### src/rtl/rx_tag_demultiplexer.sv
// Receive-side tag manager: hands out free external PCIe tags for TX read requests,
// then steers returning completion beats to the owning channel/stream and recycles tags.

`ifndef SIG_TAG_W
`define SIG_TAG_W 8
`endif
`ifndef SIG_LEN_W
`define SIG_LEN_W 10
`endif
`ifndef SIG_BYTECNT_W
`define SIG_BYTECNT_W 12
`endif

module rx_tag_demultiplexer #(
  parameter int C_PCI_DATA_WIDTH = 128,
  parameter int C_NUM_CHNL       = 12,
  parameter int C_TAG_WIDTH      = 5
) (
  input  logic                            CLK,
  input  logic                            RST_IN,
  input  logic [5:0]                      INT_TAG,
  input  logic                            INT_TAG_VALID,
  output logic [C_TAG_WIDTH-1:0]          EXT_TAG,
  output logic                            EXT_TAG_VALID,
  output logic                            RXBUF_SPACE_AVAIL,
  input  logic [C_PCI_DATA_WIDTH-1:0]     RXC_DATA,
  input  logic                            RXC_DATA_VALID,
  input  logic [C_PCI_DATA_WIDTH/32-1:0]  RXC_DATA_WORD_ENABLE,
  input  logic                            RXC_DATA_START_FLAG,
  input  logic                            RXC_DATA_END_FLAG,
  input  logic [`SIG_TAG_W-1:0]           RXC_META_TAG,
  input  logic [`SIG_LEN_W-1:0]           RXC_META_LENGTH,
  input  logic [`SIG_BYTECNT_W-1:0]       RXC_META_BYTES_REMAINING,
  output logic [C_PCI_DATA_WIDTH-1:0]     CHNL_DATA,
  output logic [C_PCI_DATA_WIDTH/32-1:0]  CHNL_DATA_EN,
  output logic [C_NUM_CHNL-1:0]           CHNL_MAIN_VALID,
  output logic [C_NUM_CHNL-1:0]           CHNL_SG_RX_VALID,
  output logic [C_NUM_CHNL-1:0]           CHNL_SG_TX_VALID,
  output logic [C_NUM_CHNL-1:0]           CHNL_REQ_DONE,
  output logic                            TAG_ERR
);

  localparam int NUM_TAGS = 2**C_TAG_WIDTH;
  localparam int CW       = C_TAG_WIDTH + 1;

  logic [NUM_TAGS-1:0]    free_map;
  logic [NUM_TAGS-1:0]    masked_map;
  logic [CW-1:0]          free_cnt;
  logic [CW-1:0]          free_cnt_next;
  logic [C_TAG_WIDTH-1:0] next_tag;
  logic                   next_ok;
  logic [C_TAG_WIDTH-1:0] lowest_tag;
  logic                   lowest_ok;
  logic [5:0]             tag_table [NUM_TAGS];
  logic                   alloc;

  logic [C_TAG_WIDTH-1:0] lookup_tag;
  logic                   start_final;
  logic [C_TAG_WIDTH-1:0] pkt_tag;
  logic [5:0]             pkt_entry;
  logic                   pkt_used;
  logic                   pkt_final;
  logic [C_TAG_WIDTH-1:0] cur_tag;
  logic [5:0]             cur_entry;
  logic                   cur_used;
  logic                   cur_final;
  logic [3:0]             cur_chnl;
  logic [1:0]             cur_stream;
  logic                   route_ok;
  logic                   beat_ok;
  logic                   do_free;
  logic                   err_now;
  logic [C_NUM_CHNL-1:0]  chnl_onehot;
  logic                   unused_tag_bits;

  assign unused_tag_bits = ^RXC_META_TAG[`SIG_TAG_W-1:C_TAG_WIDTH];
  assign lookup_tag      = RXC_META_TAG[C_TAG_WIDTH-1:0];
  assign alloc           = INT_TAG_VALID && next_ok && (free_cnt != '0);
  assign start_final     = 32'(RXC_META_BYTES_REMAINING) <= (32'(RXC_META_LENGTH) << 2);

  // The tag handed out this cycle must not be offered again next cycle.
  always_comb begin
    masked_map = free_map;
    if (alloc)
      masked_map[next_tag] = 1'b0;
    lowest_tag = '0;
    lowest_ok  = 1'b0;
    for (int i = NUM_TAGS - 1; i >= 0; i--) begin
      if (masked_map[i]) begin
        lowest_tag = C_TAG_WIDTH'(i);
        lowest_ok  = 1'b1;
      end
    end
  end

  // The START beat routes from the live table lookup; later beats use the latched context.
  always_comb begin
    if (RXC_DATA_START_FLAG) begin
      cur_tag   = lookup_tag;
      cur_entry = tag_table[lookup_tag];
      cur_used  = !free_map[lookup_tag];
      cur_final = start_final;
    end else begin
      cur_tag   = pkt_tag;
      cur_entry = pkt_entry;
      cur_used  = pkt_used;
      cur_final = pkt_final;
    end
    cur_chnl    = cur_entry[5:2];
    cur_stream  = cur_entry[1:0];
    route_ok    = (cur_stream != 2'd3) && (32'(cur_chnl) < C_NUM_CHNL);
    beat_ok     = RXC_DATA_VALID && cur_used && route_ok;
    do_free     = RXC_DATA_VALID && RXC_DATA_END_FLAG && cur_used && cur_final;
    chnl_onehot = route_ok ? (C_NUM_CHNL'(1) << cur_chnl) : '0;
    err_now     = (INT_TAG_VALID && (free_cnt == '0)) ||
                  (RXC_DATA_VALID && !(cur_used && route_ok));
    free_cnt_next = free_cnt + CW'(do_free) - CW'(alloc);
  end

  always_ff @(posedge CLK) begin
    if (alloc)
      tag_table[next_tag] <= INT_TAG;
  end

  always_ff @(posedge CLK or posedge RST_IN) begin
    if (RST_IN) begin
      free_map          <= '1;
      free_cnt          <= CW'(NUM_TAGS);
      next_tag          <= '0;
      next_ok           <= 1'b1;
      EXT_TAG           <= '0;
      EXT_TAG_VALID     <= 1'b0;
      RXBUF_SPACE_AVAIL <= 1'b0;
      TAG_ERR           <= 1'b0;
      pkt_tag           <= '0;
      pkt_entry         <= '0;
      pkt_used          <= 1'b0;
      pkt_final         <= 1'b0;
    end else begin
      if (alloc)
        free_map[next_tag] <= 1'b0;
      if (do_free)
        free_map[cur_tag] <= 1'b1;
      free_cnt          <= free_cnt_next;
      next_tag          <= lowest_tag;
      next_ok           <= lowest_ok;
      EXT_TAG_VALID     <= alloc;
      if (alloc)
        EXT_TAG <= next_tag;
      RXBUF_SPACE_AVAIL <= free_cnt_next >= CW'(2);
      TAG_ERR           <= TAG_ERR | err_now;
      if (RXC_DATA_VALID && RXC_DATA_START_FLAG) begin
        pkt_tag   <= lookup_tag;
        pkt_entry <= tag_table[lookup_tag];
        pkt_used  <= !free_map[lookup_tag];
        pkt_final <= start_final;
      end
    end
  end

  always_ff @(posedge CLK or posedge RST_IN) begin
    if (RST_IN) begin
      CHNL_DATA        <= '0;
      CHNL_DATA_EN     <= '0;
      CHNL_MAIN_VALID  <= '0;
      CHNL_SG_RX_VALID <= '0;
      CHNL_SG_TX_VALID <= '0;
      CHNL_REQ_DONE    <= '0;
    end else begin
      if (RXC_DATA_VALID)
        CHNL_DATA <= RXC_DATA;
      CHNL_DATA_EN     <= RXC_DATA_VALID ? RXC_DATA_WORD_ENABLE : '0;
      CHNL_MAIN_VALID  <= (beat_ok && cur_stream == 2'd0) ? chnl_onehot : '0;
      CHNL_SG_RX_VALID <= (beat_ok && cur_stream == 2'd1) ? chnl_onehot : '0;
      CHNL_SG_TX_VALID <= (beat_ok && cur_stream == 2'd2) ? chnl_onehot : '0;
      CHNL_REQ_DONE    <= (beat_ok && do_free) ? chnl_onehot : '0;
    end
  end

endmodule
### config.mk
export PLATFORM = sky130hd
export DESIGN_NAME = rx_tag_demultiplexer
export DESIGN_NICKNAME = d
export VERILOG_FILES = /design/src/rtl/rx_tag_demultiplexer.sv
export SDC_FILE = /design/constraint.sdc
export NUM_CORES = 1
export LEC_CHECK = 0
export CAP_MARGIN = 15
export CORE_UTILIZATION = 56
export DETAILED_ROUTE_END_ITERATION = 7
export PLACE_DENSITY = 0.84
export REMOVE_ABC_BUFFERS = 1
export SYNTH_ARGS = -nofsm -noshare
export SYNTH_HDL_FRONTEND = slang
export SYNTH_SLANG_ARGS = --single-unit
export TNS_END_PERCENT = 50
### constraint.sdc
create_clock -name CLK -period 19.92 [get_ports CLK]
set_input_delay 2.988 -clock CLK [delete_from_list [all_inputs] [get_ports CLK]]
set_output_delay 2.988 -clock CLK [all_outputs]
set_load 0.005 [all_outputs]
==> results_dict.tcl, run 1 <==
set metrics [dict create \
    fin_crit_sh_pct 36.46 \
    tns_ns 0 \
    outcome "finished with violations" \
    maxSlewViolCount 0 \
    overflow 0 \
    synth-edff-count 192 \
    drc 13 \
    final_nets 1810 \
    max_freq_ghz 0.1377 \
    max_cap_violations 0 \
    layout-drive-gt1-share_pct 19.22 \
    ctsResizeCount 0 \
    yosysSeqAreaShare_pct 64.54 \
    worst_path_max_delay_cell "clkdlybuf4s50_1" \
    p_leak_nw 9.094 \
    htree_levels 2 \
    cpMostUsedCell "a21oi_1" \
    portBuffers 358 \
    die_w_um 183.8 \
    gp_congestion 0.9247 \
    post_cts_buffers 0 \
    root_buffer "clkbuf_16" \
    antenna_found_initial 11 \
    powerDensity_nw_per_um2 103.5 \
    die_height_um 183.8 \
    crit_chain "clkdlybuf4s50_1 > inv_2 > mux2i_1 > a22oi_1 > and3_1 > a21oi_1 > nand2_1 > buf_4 > ha_1 > inv_1 > ha_1 > a21o_1 > a21oi_1 > o21bai_1 > a21oi_1 > xor2_1 > or4b_2" \
    n_fill_cell 2045 \
    rsz0062_at_grt "false" \
    ys_ff_latch 437 \
    wl_um 51880 \
    clkLatencyLatePin_ns 0.56 \
    crit_fanout 33 \
    cts_buffers 43 \
    vias 12760 \
    min_period_ns 7.263 \
    avgViaCountPerCell 6.075 \
    grt.total_usage_pct 30.10 \
    vdd_ir_drop_max_v 0.00006794 \
    finClkSkew_ns 0.02660 \
    cts_hold_buf 0 \
    synth_area_um2 18500 \
    worstSetupEndpointType "flop" \
    required_ns 20.33 \
    fp.coreArea_um2 32540 \
    setup_violations 0 \
    synth_most_common_cell "dfrtp_1" \
    startpoint_type "input pin" \
    rows 66 \
    slowest_delay_ns 0.95 \
    flow.area_growth_from_synthesis_pct 29.13 \
    relSlewSlack_pct 13.57 \
    cts.reportedPaths.clkPinSlew_ns 0.06 \
    cp_data_arrival_time_ns 7.67 \
    clock_path_buffers 3 \
    finalPower_mw 2.473 \
    dieArea_um2 33760 \
    final-hold-violation-count 0 \
    r2r_cells 16 \
    yosys-top-cells-count "211 x dfrtp_1, 192 x edfxtp_1, 139 x mux2_2" \
    violations "DRC" \
    cts_tree "built" \
    worstSetupPathType "in2reg" \
    io_pins 362 \
    synthArstFlopShare_pct 56.06 \
    min_path_cells 1 \
    grt_pass1_wl_um 75470 \
    synth_top_area_share_pct 31.17 \
    drtAntennaViolNets 0 \
    hp-class "reg2reg" \
    grt_max_degree 97 \
    firstDrtPassIters 8 \
    grt_pass1_vias 12580 \
    initial_core_util_pct 56.86 \
    yosysUniqueCellTypes 77 \
    ys_warn_count 0 \
    yosysTopAreaCell "edfxtp_1" \
    syn_inst 1269 \
    drt_iter0_markers 1563 \
    synth.area.top_cells "edfxtp_1 31%, dfrtp_1 29%, mux2_2 8.5%" \
    synth_flop_cell "dfrtp_1" \
    dp_hpwl_um 35960 \
    cts_sinks 437 \
    tightestPinTransition_ns 1.290 \
    wire_per_inst_um 24.71 \
    avgSynthCellArea_um2 14.58 \
]
layer usage:
metal	up-vias	track usage (%)	routed length [µm]	share of wire [%]
met4	4	14.23	1996	3.8
met5	-	0	25	0.048
met2	743	48.06	25220	49
met3	149	6.220	4567	8.8
li1	5496	-	-	-
met1	6366	39.73	20080	39
path summary, 6_finish.rpt:
kind / from / endpoint / slack, ns
max: RXC_META_TAG[3] / RXBUF_SPACE_AVAIL / 12.66
min: pkt_entry[5] / pkt_entry[5] / 0.49
max reg2reg: free_map[1] / RXBUF_SPACE_AVAIL / 15.75
min reg2reg: pkt_entry[5] / pkt_entry[5] / 0.49
max in group asynchronous: RST_IN / CHNL_SG_RX_VALID[9] / 15.65
min in group asynchronous: RST_IN / CHNL_DATA[87] / 2.94
kinds of logic (layout without fill, tap and decap cells):
group                      after synthesis  in the layout  synth area share [%]
buffers and inverters                  108            488                 2.516
other                                    0              9                     0
muxes                                  221            221                 15.61
DFF                                    437            437                 64.54
xor gates and xnor gates                 4              4                0.1894
adders and majority gates               19             19                 1.326
and+or+nand+nor                        280            280                 7.345
AOI/OAI and AO/OA                      200            200                 8.475
cell usage in the layout (no fill, tap or decap), types with 18 or more instances in the layout:
master and count:
mux2i_1 41, clkdlybuf4s50_1 355, edfxtp_1 192, nand2_1 71, mux2_2 139, inv_1 35, mux4_2 40, ha_1 18
clkbuf_16 44, dfstp_2 34, o21ai_0 41, nor2_1 97, dfrtp_1 211, o31ai_1 33, nand3_1 22
critical path, delay by kind of cell:
kind | cells | cell delay (ns)
AOI/OAI and AO/OA | 6 | 1.00
muxes | 1 | 0.24
xor gates and xnor gates | 1 | 0.12
and+or+nand+nor | 3 | 1.02
adders and majority gates | 2 | 0.54
buffers and inverters | 4 | 1.72
metrics by stage:
| step | hold WS, ns | instances | worst slack, ns | utilization, % | instance area, µm² |
|---|---|---|---|---|---|
| after global placement | 0.4589 | 2009 | 12.36 | 68.81 | 22390 |
| final | 0.4862 | 2100 | 12.66 | 73.42 | 23890 |
| after floorplan | 0.4422 | 1199 | 10.26 | - | 18180 |
| after global routing | 0.5139 | 2100 | 12.48 | 73.42 | 23890 |
| after CTS | 0.4879 | 2086 | 12.79 | 73.04 | 23770 |
| after detailed placement | 0.4738 | 2009 | 12.24 | 68.81 | 22390 |
area by class of cell:
class | count | area, µm² | share of cell area [%]
diodes | 9 | 22.52 | 0.09428
flip-flops and latches | 437 | 11940 | 49.98
repair buffers | 373 | 3752 | 15.71
inverters | 38 | 150.1 | 0.6285
multi-input cells | 724 | 6095 | 25.51
clock buffers | 59 | 1211 | 5.070
well taps | 442 | 553.0 | 2.315
clock inverters | 18 | 165.2 | 0.6914
power breakdown:
part / total [mW] / internal (mW) / switching (mW) / leakage, nW
Clock: 0.802 / 0.455 / 0.347 / 0.685
Sequential: 1.12 / 1.05 / 0.0695 / 4.67
Combinational: 0.554 / 0.252 / 0.302 / 3.74
registers in the layout, summed over array words and instances (netlist names):
register / flops
CHNL_DATA: 128
CHNL_REQ_DONE: 12
tag_table: 192
EXT_TAG: 5
free_cnt: 6
next_tag: 5
CHNL_SG_TX_VALID: 12
pkt_entry: 6
CHNL_MAIN_VALID: 12
next_ok: 1
pkt_tag: 5
free_map: 32
pkt_used: 1
CHNL_DATA_EN: 4
RXBUF_SPACE_AVAIL: 1
EXT_TAG_VALID: 1
TAG_ERR: 1
pkt_final: 1
CHNL_SG_RX_VALID: 12
Note: power is estimated with default switching activity, not from simulation.
==> inputs of run 2 (changes only) <==
Settings changed: CORE_UTILIZATION 56 to 47, PLACE_DENSITY 0.84 to 0.76.
Clock period 19.92 ns to 5.82 ns, I/O delays scaled along.
==> run 2 against run 1 <==
Largest power group unchanged; routed wire length shrank 3.8%; worst hold slack got worse by 0.015 ns; the run now ends clean; register-to-register slack lost 14 ns; critical path type unchanged; worst setup slack worse by 11 ns; cell count up 3.9%; first-iteration DRC count fell by 33%; non-clock buffer count is 6 higher.
==> results_dict.tcl, run 2 (synthesized netlist as in run 1, its figures left out) <==
set metrics [dict create \
    fin_crit_sh_pct 77.83 \
    clock_path_buffers 3 \
    antenna_found_initial 1 \
    htree_levels 2 \
    flow.area_growth_from_synthesis_pct 30.67 \
    initial_core_util_pct 47.76 \
    wl_met1_um 20240 \
    rsz0062_at_grt "false" \
    grt_max_degree 141 \
    cp_data_arrival_time_ns 4.95 \
    io_pins 362 \
    clkLatencyLatePin_ns 0.58 \
    vias 12360 \
    vdd_ir_drop_max_v 0.0001968 \
    die_w_um 200.4 \
    tns_ns 0 \
    gp_congestion 0.8975 \
    cts_sinks 437 \
    setup_violations 0 \
    finClkSkew_ns 0.02381 \
    tightestPinTransition_ns 1.259 \
    wl_met2_um 25220 \
    hold_start "pkt_entry[3]" \
    wire_per_inst_um 22.88 \
    stdcell_count 2182 \
    wl_um 49930 \
    crit_fanout 19 \
    worstSetupPathType "in2reg" \
    cts.reportedPaths.clkPinSlew_ns 0.06 \
    required_ns 6.24 \
    dp_hpwl_um 35020 \
    max_freq_ghz 0.2208 \
    rows 72 \
    dr_wl_met3_um 3205 \
    final_cell_mix "355 x clkdlybuf4s50_1, 211 x dfrtp_1, 192 x edfxtp_1" \
    max_cap_violations 0 \
    top_register "tag_table" \
    r2r_cells 17 \
    p_leak_nw 9.196 \
    ctsResizeCount 0 \
    final-hold-violation-count 0 \
    layout-drive-gt1-share_pct 19.78 \
    min_to "pkt_entry[3]" \
    firstDrtPassIters 5 \
    outcome "finished clean" \
    portBuffers 358 \
    dieArea_um2 40160 \
    grt_pass1_vias 12520 \
    startpoint_type "input pin" \
    fin_util_pct 62.40 \
    final_common_cell "clkdlybuf4s50_1" \
    worstSetupEndpointType "flop" \
    fp.coreArea_um2 38740 \
    min_path_cells 2 \
    maxSlewViolCount 0 \
    grt.total_usage_pct 25.05 \
    timing.rr.end "RXBUF_SPACE_AVAIL" \
    r2r-start "free_map[24]" \
    drt_iter0_markers 1048 \
    largest_register_ffs 192 \
    powerDensity_nw_per_um2 359.7 \
    drtAntennaViolNets 0 \
    hp-class "reg2reg" \
    grt_pass1_wl_um 76650 \
    cts_hold_buf 0 \
    cts_buffers 46 \
    post_cts_buffers 0 \
    min_period_ns 4.530 \
    relSlewSlack_pct 15.64 \
    top_regs "tag_table x192, CHNL_DATA x128, free_map x32" \
    top_layer "met4" \
    cts_tree "built" \
    die_height_um 200.4 \
    overflow 0 \
    avgViaCountPerCell 5.663 \
    final_nets 1819 \
    placed_cells 2091 \
    reg2reg_slack_ns 1.88 \
    root_buffer "clkbuf_16" \
    fin_hold_ws_ns 0.4717 \
    drc 0 \
]
-- run 2: changes by cell type in the layout (fill, tap and decap cells not counted), moves of 2 or more --
| cell | before | now |
|---|---|---|
| buf_8 | 3 | 1 |
| inv_4 | 2 | 0 |
| buf_4 | 11 | 20 |
| clkinv_8 | 0 | 2 |
| bufinv_16 | 2 | 4 |
| clkbuf_16 | 44 | 50 |
| diode_2 | 9 | 1 |
-- run 2: cell type report --
| cell class | count | area [µm²] |
|---|---|---|
| fill | 2845 | 14570 |
| multi-input combinational | 724 | 6095 |
| antenna | 1 | 2.502 |
| tap | 518 | 648.1 |
| sequential | 437 | 11940 |
| clock buffer | 65 | 1334 |
| timing repair buffer | 379 | 3776 |
| inverter | 38 | 150.1 |
| clock inverter | 20 | 227.7 |
-- run 2: worst max-delay path by stage --
stage	from	to	slack, ns	cells after the start
6_report	RXC_META_TAG[0]	RXBUF_SPACE_AVAIL	1.29	18
5_1_grt	RXC_META_TAG[0]	RXBUF_SPACE_AVAIL	1.09	18
4_1_cts	RXC_META_TAG[0]	RXBUF_SPACE_AVAIL	1.31	18
3_5_place_dp	RXC_META_TAG[0]	RXBUF_SPACE_AVAIL	0.72	18
3_3_place_gp	RXC_META_TAG[0]	RXBUF_SPACE_AVAIL	0.74	18
2_1_floorplan	RST_IN	CHNL_DATA[0]	-1.73	1
-- run 2: stage by stage --
stage	power [mW]	cell area, µm²	setup WS, ns
floorplan	4.855	18180	-1.727
global placement	5.667	22530	0.7429
detailed placement	5.726	22530	0.7168
CTS	8.728	24090	1.309
global route	9.058	24170	1.091
finish	8.695	24170	1.290
-- run 2: worst max-delay path, cell delays in order --
cell     delay [ns]
buf_2          0.53
mux4_2         0.61
mux2i_1        0.21
a22oi_1        0.09
and3_1         0.28
a21oi_1        0.18
nand2_1        0.15
ha_1           0.30
inv_1          0.05
ha_1           0.16
inv_1          0.06
fa_1           0.40
inv_1          0.07
a21oi_1        0.07
nor2_1         0.09
nor2_1         0.06
xnor2_1        0.13
or4b_2         0.60
-- run 2: power by group --
part           internal, mW  switching, mW  total (mW)  leakage (nW)
clock network          1.78           1.21        2.99         0.766
registers              3.59          0.254        3.84          4.67
logic                 0.872          0.994        1.87          3.76
-- run 2: metal layers --
layer,vias up,global-route usage (%)
li1,5497,-
met1,6243,32.79
met2,522,42.46
met3,94,4.702
met4,0,7.552
met5,-,0
==> inputs of run 3 (changes only) <==
Clock period 5.82 ns to 3.65 ns, I/O delays scaled along.
==> run 3 against run 2 <==
Die area did not move; utilization rose by 2.3 points; total power rose by 66%; critical endpoint unchanged; non-clock buffer count rose by 80; critical path type unchanged.
==> results_dict.tcl, run 3 (synthesized netlist as in run 1, its figures left out) <==
set metrics [dict create \
    outcome "finished clean" \
    top_regs "tag_table x192, CHNL_DATA x128, free_map x32" \
    p_leak_nw 9.689 \
    die_w_um 200.4 \
    avgViaCountPerCell 5.615 \
    die_height_um 200.4 \
    wl_um 51430 \
    fin_hold_ws_ns 0.4745 \
    grtUsageMet2_pct 43.28 \
    vdd_ir_drop_max_v 0.0003260 \
    firstDrtPassIters 5 \
    cts.reportedPaths.clkPinSlew_ns 0.07 \
    powerDensity_nw_per_um2 577.1 \
    final-hold-violation-count 0 \
    power.share.clock_pct 35.0 \
    portBuffers 358 \
    cts_hold_buf 0 \
    final_nets 1899 \
    drtAntennaViolNets 0 \
    htree_levels 2 \
    maxSlewViolCount 0 \
    worst_path_max_delay_cell "clkdlybuf4s50_1" \
    n_fill_cell 2755 \
    n_antenna_cell 0 \
    hp-class "reg2reg" \
    intPower_mw 10.44 \
    reg2reg_slack_ns 0.18 \
    rows 72 \
    gp_congestion 0.9278 \
    layout-drive-gt1-share_pct 24.71 \
    power_frac_comb_pct 23.1 \
    min_period_ns 3.534 \
    cts_buffers 46 \
    cts_sinks 437 \
    cp_data_arrival_time_ns 3.98 \
    final_common_cell "clkdlybuf4s50_1" \
    cp_num_buf_inv 4 \
    drc 0 \
    flow.area_growth_from_synthesis_pct 35.52 \
    setup_violations 0 \
    crit_family "adder cells" \
    startpoint_type "input pin" \
    fin_crit_sh_pct 96.83 \
    top_usage_layer "met2" \
    finalPower_mw 14.47 \
    grt_util_met1_pct 32.53 \
    dieArea_um2 40160 \
    design_area_um2 25070 \
    wire_per_inst_um 22.74 \
    worstSetupPathType "in2reg" \
    top_register "tag_table" \
    crit_chain "clkdlybuf4s50_1 > ha_4 > a21o_1 > a21oi_2 > o21ai_1 > a41oi_2 > o31a_1 > nand2_2 > ha_1 > inv_1 > ha_2 > inv_2 > fa_2 > inv_2 > a21oi_1 > nor2_1 > nor2_1 > xnor2_1 > or4b_4" \
    grt_max_degree 97 \
    required_ns 4.10 \
    vias 12700 \
    grt_use_met3_pct 5.434 \
    max_cap_violations 0 \
    final_cell_mix "350 x clkdlybuf4s50_1, 211 x dfrtp_1, 192 x edfxtp_1" \
    post_dp_cell_area_um2 23230 \
    dp_hpwl_um 36060 \
    cts_tree "built" \
    root_buffer "clkbuf_16" \
    slowest_delay_ns 0.52 \
    io_pins 362 \
    p_seq_share_pct 41.9 \
    grt.total_usage_pct 25.40 \
    worstSetupEndpointType "flop" \
    crit_fanout 2 \
    clock_path_buffers 3 \
    drt_iter0_markers 1084 \
    overflow 0 \
    max_freq_ghz 0.2829 \
    p_sw_share_pct 27.85 \
    p_switching_mw 4.030 \
    relSlewSlack_pct 21.44 \
    grt_pass1_wl_um 77840 \
    tightestPinTransition_ns 1.175 \
    grt_pass1_vias 12910 \
    finClkSkew_ns 0.02215 \
    initial_core_util_pct 47.76 \
    largest_register_ffs 192 \
    antenna_found_initial 0 \
    clkLatencyLatePin_ns 0.59 \
    fp.coreArea_um2 38740 \
]
run 3: cell count changes in the layout (fill, tap and decap cells not counted), sizes merged:
| cell | previous run | this run |
|---|---|---|
| bufinv | 4 | 10 |
| inv | 39 | 40 |
| dlymetal6s2s | 0 | 4 |
| dlygate4sd2 | 0 | 1 |
| clkinvlp | 1 | 3 |
| clkdlybuf4s50 | 355 | 350 |
| buf | 23 | 103 |
| diode | 1 | 0 |
| clkinv | 14 | 15 |
| clkbuf | 66 | 57 |
run 3: tightest hold or removal path: cells and delay by family (launching register included):
kind | cells | cell delay, ns
DFF | 1 | 0.33
AOI/OAI and AO/OA | 1 | 0.06
and+or+nand+nor | 1 | 0.04
run 3: cell type report:
type	instances	area (µm²)	share of cell area, %
Sequential cell	437	11940	47.62
Multi-Input combinational cell	724	6232	24.86
Timing Repair Buffer	459	4466	17.81
Clock buffer	56	1220	4.866
Tap cell	518	648.1	2.585
Clock inverter	30	414.1	1.652
Inverter	38	150.1	0.5989
run 3: worst paths after layout:
path | from | cells past startpoint | endpoint
min | pkt_entry[3] | 2 | pkt_entry[3]
max reg2reg | free_map[27] | 17 | RXBUF_SPACE_AVAIL
max | RXC_META_BYTES_REMAINING[5] | 19 | RXBUF_SPACE_AVAIL
min reg2reg | pkt_entry[3] | 2 | pkt_entry[3]
min in group asynchronous | RST_IN | 2 | CHNL_DATA[7]
max in group asynchronous | RST_IN | 3 | free_map[24]
run 3: repair_timing:
item	4_1_cts	5_1_grt
endpoints found under the hold margin	0	0
endpoints found under the setup margin	1	1
pin swaps	4	18
setup buffers	0	1
gates resized for setup	8	27
run 3: through the flow:
| step | TNS (ns) | setup slack [ns] | util (%) | instances |
|---|---|---|---|---|
| after floorplan | -811.20 | -3.571 | - | 1199 |
| after global placement | -13.61 | -0.7599 | 59.96 | 2173 |
| after detailed placement | -14.42 | -0.7910 | 59.96 | 2173 |
| after CTS | 0 | 0.01125 | 64.28 | 2259 |
| after global routing | -0.006544 | -0.006544 | 64.72 | 2262 |
| final | 0 | 0.1156 | 64.72 | 2262 |
run 3: power groups by stage:
stage,Combinational [mW],Sequential (mW),Clock (mW)
floorplan,1.63,6.11,0
global placement,3.18,6.12,0
detailed placement,3.25,6.14,0
CTS,3.27,6.06,5.14
global route,3.61,6.12,5.33
finish,3.34,6.07,5.06
run 3: layer usage:
metal	wire (µm)	part of all wire, %
met5	0	0
met4	1441	2.8
met2	25760	50
met1	20620	40
met3	3607	7.0
